[src/rtl/serial_adder.sv]
// Bit-serial WIDTH-bit adder: one bit position per clock, LSB first, through a
// single yAdder1 with a registered carry. Result, carry-out and overflow are held with done.

module yAdder1 (
    input  logic a,
    input  logic b,
    input  logic cin,
    output logic z,
    output logic cout
);
    assign z    = a ^ b ^ cin;
    assign cout = (a & b) | (cin & (a ^ b));
endmodule

module serial_adder #(
    parameter int WIDTH = 8
) (
    input  logic             clk,
    input  logic             reset,
    input  logic             start,
    input  logic [WIDTH-1:0] a,
    input  logic [WIDTH-1:0] b,
    input  logic             cin,
    output logic             busy,
    output logic             done,
    output logic [WIDTH-1:0] sum,
    output logic             cout,
    output logic             overflow
);
    localparam int CW = (WIDTH > 2) ? $clog2(WIDTH) : 1;
    localparam logic [CW-1:0] LAST = CW'(WIDTH - 1);

    typedef enum logic [1:0] {
        IDLE = 2'd0,
        RUN  = 2'd1,
        DONE = 2'd2
    } state_t;

    state_t          state;
    state_t          state_next;
    logic            accept;
    logic            last_bit;

    logic [WIDTH-1:0] a_sr;
    logic [WIDTH-1:0] b_sr;
    logic [WIDTH-1:0] s_sr;
    logic             carry;
    logic [CW-1:0]    count;

    logic             add_z;
    logic             add_cout;

    yAdder1 u_add (
        .a    (a_sr[0]),
        .b    (b_sr[0]),
        .cin  (carry),
        .z    (add_z),
        .cout (add_cout)
    );

    always_comb begin
        state_next = state;
        accept     = 1'b0;
        last_bit   = 1'b0;
        case (state)
            IDLE, DONE: begin
                if (start) begin
                    accept     = 1'b1;
                    state_next = RUN;
                end
            end
            RUN: begin
                if (count == LAST) begin
                    last_bit   = 1'b1;
                    state_next = DONE;
                end
            end
            default: state_next = IDLE;
        endcase
    end

    assign busy = (state == RUN);
    assign done = (state == DONE);

    always_ff @(posedge clk) begin
        if (reset) begin
            state    <= IDLE;
            a_sr     <= '0;
            b_sr     <= '0;
            s_sr     <= '0;
            carry    <= 1'b0;
            count    <= '0;
            sum      <= '0;
            cout     <= 1'b0;
            overflow <= 1'b0;
        end else begin
            state <= state_next;
            if (accept) begin
                a_sr  <= a;
                b_sr  <= b;
                carry <= cin;
                count <= '0;
            end else if (state == RUN) begin
                a_sr  <= a_sr >> 1;
                b_sr  <= b_sr >> 1;
                s_sr  <= {add_z, s_sr[WIDTH-1:1]};
                carry <= add_cout;
                count <= count + 1'b1;
                // On the MSB cycle the carry register is exactly the carry into the MSB.
                if (last_bit) begin
                    sum      <= {add_z, s_sr[WIDTH-1:1]};
                    cout     <= add_cout;
                    overflow <= carry ^ add_cout;
                end
            end
        end
    end
endmodule

[config.mk]
export PLATFORM = sky130hd
export DESIGN_NAME = serial_adder
export DESIGN_NICKNAME = d
export VERILOG_FILES = /design/src/rtl/serial_adder.sv
export SDC_FILE = /design/constraint.sdc
export NUM_CORES = 1
export LEC_CHECK = 0
export CORE_MARGIN = 3
export CORE_UTILIZATION = 52
export CTS_BUF_LIST = sky130_fd_sc_hd__clkbuf_4
export DETAILED_ROUTE_END_ITERATION = 7
export PLACE_DENSITY = 0.81
export SLEW_MARGIN = 0
export SYNTH_ARGS = -nofsm -noshare
export SYNTH_HDL_FRONTEND = slang
export SYNTH_SLANG_ARGS = --single-unit
[constraint.sdc]
create_clock -name clk -period 3.4 [get_ports clk]
set_clock_uncertainty 0.2 [all_clocks]
set_input_delay 0.51 -clock clk [delete_from_list [all_inputs] [get_ports clk]]
set_output_delay 0.51 -clock clk [all_outputs]
set_load 0.05 [all_outputs]
# Word-level counts from Yosys, hierarchy flattened

Cells that the tools add are included.

Output and inout bits: 12
Bits in registers: 40

Bitwise gates (word level): 7
Equal/unequal tests: 5
Add/sub/neg operators: 1
Muxes and demuxes: 13
Reduce and logical (&&, ||, !) cells: 7

Operators with widths:

| kind                  | count |
|---|---|
| $mux W8               | 4 |
| $mux W1               | 6 |
| $mux W2               | 2 |
| $pmux W2 S2           | 1 |
| $reduce_and A2 Y1     | 2 |
| $reduce_or A2 Y1      | 2 |
| $add A3 B1 Y3 const B | 1 |
| $eq A3 B3 Y1 const B  | 1 |
| $reduce_and A3 Y1     | 1 |
| $xor A1 B1 Y1         | 3 |
| $and A1 B1 Y1         | 2 |
| $eq A2 B1 Y1 const B  | 1 |
| $eq A2 B2 Y1 const B  | 1 |
| $logic_not A2 Y1      | 1 |
| $ne A2 B1 Y1 const B  | 1 |
| $ne A2 B2 Y1 const B  | 1 |
| $reduce_bool A2 Y1    | 1 |
| $not A1 Y1            | 1 |
| $or A1 B1 Y1          | 1 |

# Depth between registers and ports, before layout

Depth after elaboration: 5
Depth in mapped cells: 6

# By module

A second synthesis with hierarchy kept.

Cell total of the unflattened synthesis: 184
Area, all modules: 1,560.2 um^2

Modules (own cells, without submodules):

| module       | sequential area each (um^2) | cells each | area each (um^2) | instances |
|---|---|---|---|---|
| serial_adder | 780.7                       | 183        | 1,540.2          | 1 |
| yAdder1      | 0.0                         | 1          | 20.0             | 1 |

# Least setup slack after synthesis

No wires, ideal clock.

Path type: reg-to-output
From: register state[1]
To: output port done
Setup slack: 1.621 ns
Arrival: 1.069 ns
Stages on the path, launching flop included: 2
Path buffers: 0
Required time: 2.690 ns
Path through: dfxtp_1 nor2b_1

Cells in the longest elaborated chain, start to end: 1

Ends and longest elaborated chain:

| what                     | line | RTL |
|---|---|---|
| start: declaration       | 39   | `state_t state;` |
| start signal: assignment | 97   | `state <= state_next;` |
| $eq A2 B2 Y1             | 83   | `assign done = (state == DONE);` |
| end: declaration         | 25   | `output logic done,` |

Every way passes these cells.

# Worst setup path in the final report

From: register state[0]
To: output port busy

Cells in the longest elaborated chain, start to end: 1

Ends and longest elaborated chain:

| what             | line | RTL |
|---|---|---|
| $eq A2 B1 Y1     | 82   | `assign busy = (state == RUN);` |
| end: declaration | 24   | `output logic busy,` |

Every way passes these cells.

==> flow_summary.toml <==
[synth]
synthAdderAreaFrac_pct = 2.839
syn-num-nets = 205
yosys.area.top_type_share_pct = 49.21
yosys_warnings = 0
post-synth-top-area-cell = "dfxtp_1"
yosysSeqAreaShare_pct = 49.21
netlist-cell-type-count = 27
synth_top_family_by_area = "simple AND/OR/NAND/NOR gates"
ys_ff_latch = 39
syn-cell-area_mm2 = 0.001587
synthCells = 182
synthTopCellsByArea = "dfxtp_1, nand2_1, a21oi_1"
avgSynthCellArea_um2 = 8.717
synth_xor_area_share_pct = 1.104
synth_compound_area_share_pct = 15.77
synth_mux_area_share_pct = 1.893
synthSimpleGateAreaFrac_pct = 22.79

[critical_path]
r2r_cells = 3
cpPeakStageDelay_ns = 0.84
cp.arrival_ns = 1.94
worst_setup_path_end_kind = "output pin"
crit_slowest_cell = "clkdlybuf4s50_1"
start_kind = "register"
path_delay_family = "buffers and inverters"
path_max_fanout = 25
cp_data_required_time_ns = 2.69
worstPathCellList = "nand2b_1, clkinv_4, clkdlybuf4s50_1"
critical_path_depth = 3
critical_path_class = "register to output pin"
cp.buffers_inverters = 2

[pwr]
p_int_uw = 682.3
total_power_uw = 906.5
peakVddDrop_mv = 0.3001
swShare_pct = 24.73
power_frac_comb_pct = 12.6
power.density_mw_per_mm2 = 466.8
p_leak_nw = 0.6864
p_sw_uw = 224.2
power_frac_clock_pct = 33.0
power_frac_seq_pct = 54.3

[timing]
tightest_slew_ns = 0.9545
setup_violations = 0
hold_violations = 0
maxSlewHeadroom_pct = 36.37
final.period_utilization_pct = 77.82
rsz0062_at_grt = "no"
slew_viol_final = 0
fin_crit_ns = 2.646
fin_ws_ns = 0.7542
fmaxAchievable_mhz = 378.0
fin_tns_setup_ns = 0

[detailed_routing]
viasPerCell = 5.490
routed_wirelength_um = 3220
drtIter0Drc = 70
ant_nets = 0
drcViolationCount = 0
vias = 1323
wire_per_inst_um = 13.36
dr.pass1.iters = 4

[global_routing]
track_usage_pct = 19.04
grt.busiest_layer = "met2"
grt_util_met1_pct = 23.83
antenna_found_initial = 0
grt_max_degree = 40
overflow = 0
met2_usage_pct = 29.15
grt_pass1_wl_um = 5188
use_met3_pct = 4.403
grt_pass1_vias = 1231

[die]
die-width_um = 61.24
io_pins = 32
fp-row-count = 19
initial_utilization_pct = 56.08
coreArea_mm2 = 0.002829
fp.dieH_um = 61.24
die_area_mm2 = 0.003750

[place]
gp_congestion = 0.7233
dpl-instance-area_mm2 = 0.001866
place_ws_ns = 1.072
port_buffers = 31
place.detailed.hpwl_um = 2161

[layout]
n_antenna_cell = 0
syn_to_final_growth_pct = 22.40
utilization_pct = 68.64
layout-drive-gt1-share_pct = 8.095
finalInstanceArea_mm2 = 0.001942
layout_common_cells = "nand2_1, dfxtp_1, clkdlybuf4s50_1"
mostFrequentLayoutCell = "nand2_1"
fillCellCount = 250
nets = 232

[clocking]
cts_tree = "done"
holdBufCountCts = 0
clock-root-buffer = "clkbuf_4"
cts_sinks = 39
clock_latency_ns = 0.34
h-tree-depth = 2
cts_buffers = 5
post_cts_buffers = 0
cts_buffer_depth = 2
ctsResizeCount = 0
clkTransAtPathRegs_ns = 0.10

[worst_hold_path]
hold_depth = 2
min_path_type = "register to register"

[outcome]
status = "complete, no violations"

[run]
maxCapViolations = 0
## path summary, 6_finish.rpt
check                               to  slack, ns             startpoint
hold reg to reg    sum[0]$_SDFFE_PP0P_       0.26   s_sr[1]$_SDFFE_PP0P_
setup / recovery                  busy       0.75  state[0]$_SDFFE_PP0P_
hold / removal     sum[0]$_SDFFE_PP0P_       0.26   s_sr[1]$_SDFFE_PP0P_
setup reg to reg  b_sr[5]$_SDFFE_PP0P_       1.54  state[0]$_SDFFE_PP0P_
## metal layers
layer / part of all wire [%] / wire length, µm
met1: 47 / 1522
met2: 44 / 1430
met3: 5.7 / 183
met4: 2.6 / 85
met5: 0 / 0
## layout make-up
| type | instances | area, µm² | share of cell area (%) |
|---|---|---|---|
| clock buffer | 5 | 37.54 | 1.933 |
| sequential | 39 | 780.7 | 40.21 |
| timing repair buffer | 34 | 332.8 | 17.14 |
| clock inverter | 3 | 38.79 | 1.997 |
| multi-input combinational | 128 | 704.4 | 36.28 |
| tap | 31 | 38.79 | 1.997 |
| inverter | 1 | 8.758 | 0.4510 |
## power by group through the flow
| stage | Clock [mW] | Sequential (mW) | Combinational (mW) |
|---|---|---|---|
| detailed placement | 0 | 0.503 | 0.114 |
| floorplan | 0 | 0.499 | 0.0839 |
| finish | 0.300 | 0.493 | 0.114 |
| global route | 0.321 | 0.495 | 0.124 |
| CTS | 0.306 | 0.492 | 0.114 |
| global placement | 0 | 0.502 | 0.110 |
## cell usage after synthesis
| cell | count |
|---|---|
| a21oi_1 | 20 |
| a311oi_2 | 3 |
| buf_8 | 1 |
| nand3b_1 | 1 |
| dfxtp_1 | 39 |
| o22ai_1 | 5 |
| nand3_1 | 3 |
| nor2b_1 | 2 |
| buf_6 | 1 |
| nor3_1 | 14 |
| buf_4 | 4 |
| and3b_1 | 1 |
| nor2_1 | 10 |
| nand2b_1 | 3 |
| nand2_2 | 3 |
| o21a_1 | 1 |
| mux2i_1 | 3 |
| a311oi_1 | 5 |
| xnor2_1 | 2 |
| buf_2 | 5 |
| a211oi_1 | 1 |
| a22oi_1 | 2 |
| ha_1 | 2 |
| clkinv_4 | 1 |
| nand2_1 | 46 |
| fa_1 | 1 |
| clkbuf_1 | 3 |
## kinds of logic after synthesis
family | count (synthesis)
xor gates and xnor gates | 2
muxes | 3
buffers and inverters | 15
and+or+nand+nor | 83
adders and majority gates | 3
DFF | 39
AOI/OAI and AO/OA | 37
## sequential cells by signal, indices dropped and copies added (netlist names)
signal,cells
a_sr,8
b_sr,8
carry,1
count,3
cout,1
overflow,1
s_sr,7
state,2
sum,8
## worst reg2reg max path, stage by stage (launching register included)
cell,delay [ns]
dfxtp_1,0.41
nand2b_1,0.76
o22ai_1,0.20
nor3_1,0.23
## metrics by stage
step / std cells / hold slack, ns
6_report: 241 / 0.2624
5_1_grt: 241 / 0.2887
4_1_cts: 241 / 0.2651
3_5_place_dp: 233 / 0.2456
3_3_place_gp: 233 / 0.2391
2_1_floorplan: 182 / 0.2322
Power figures use the tool's default switching activity.
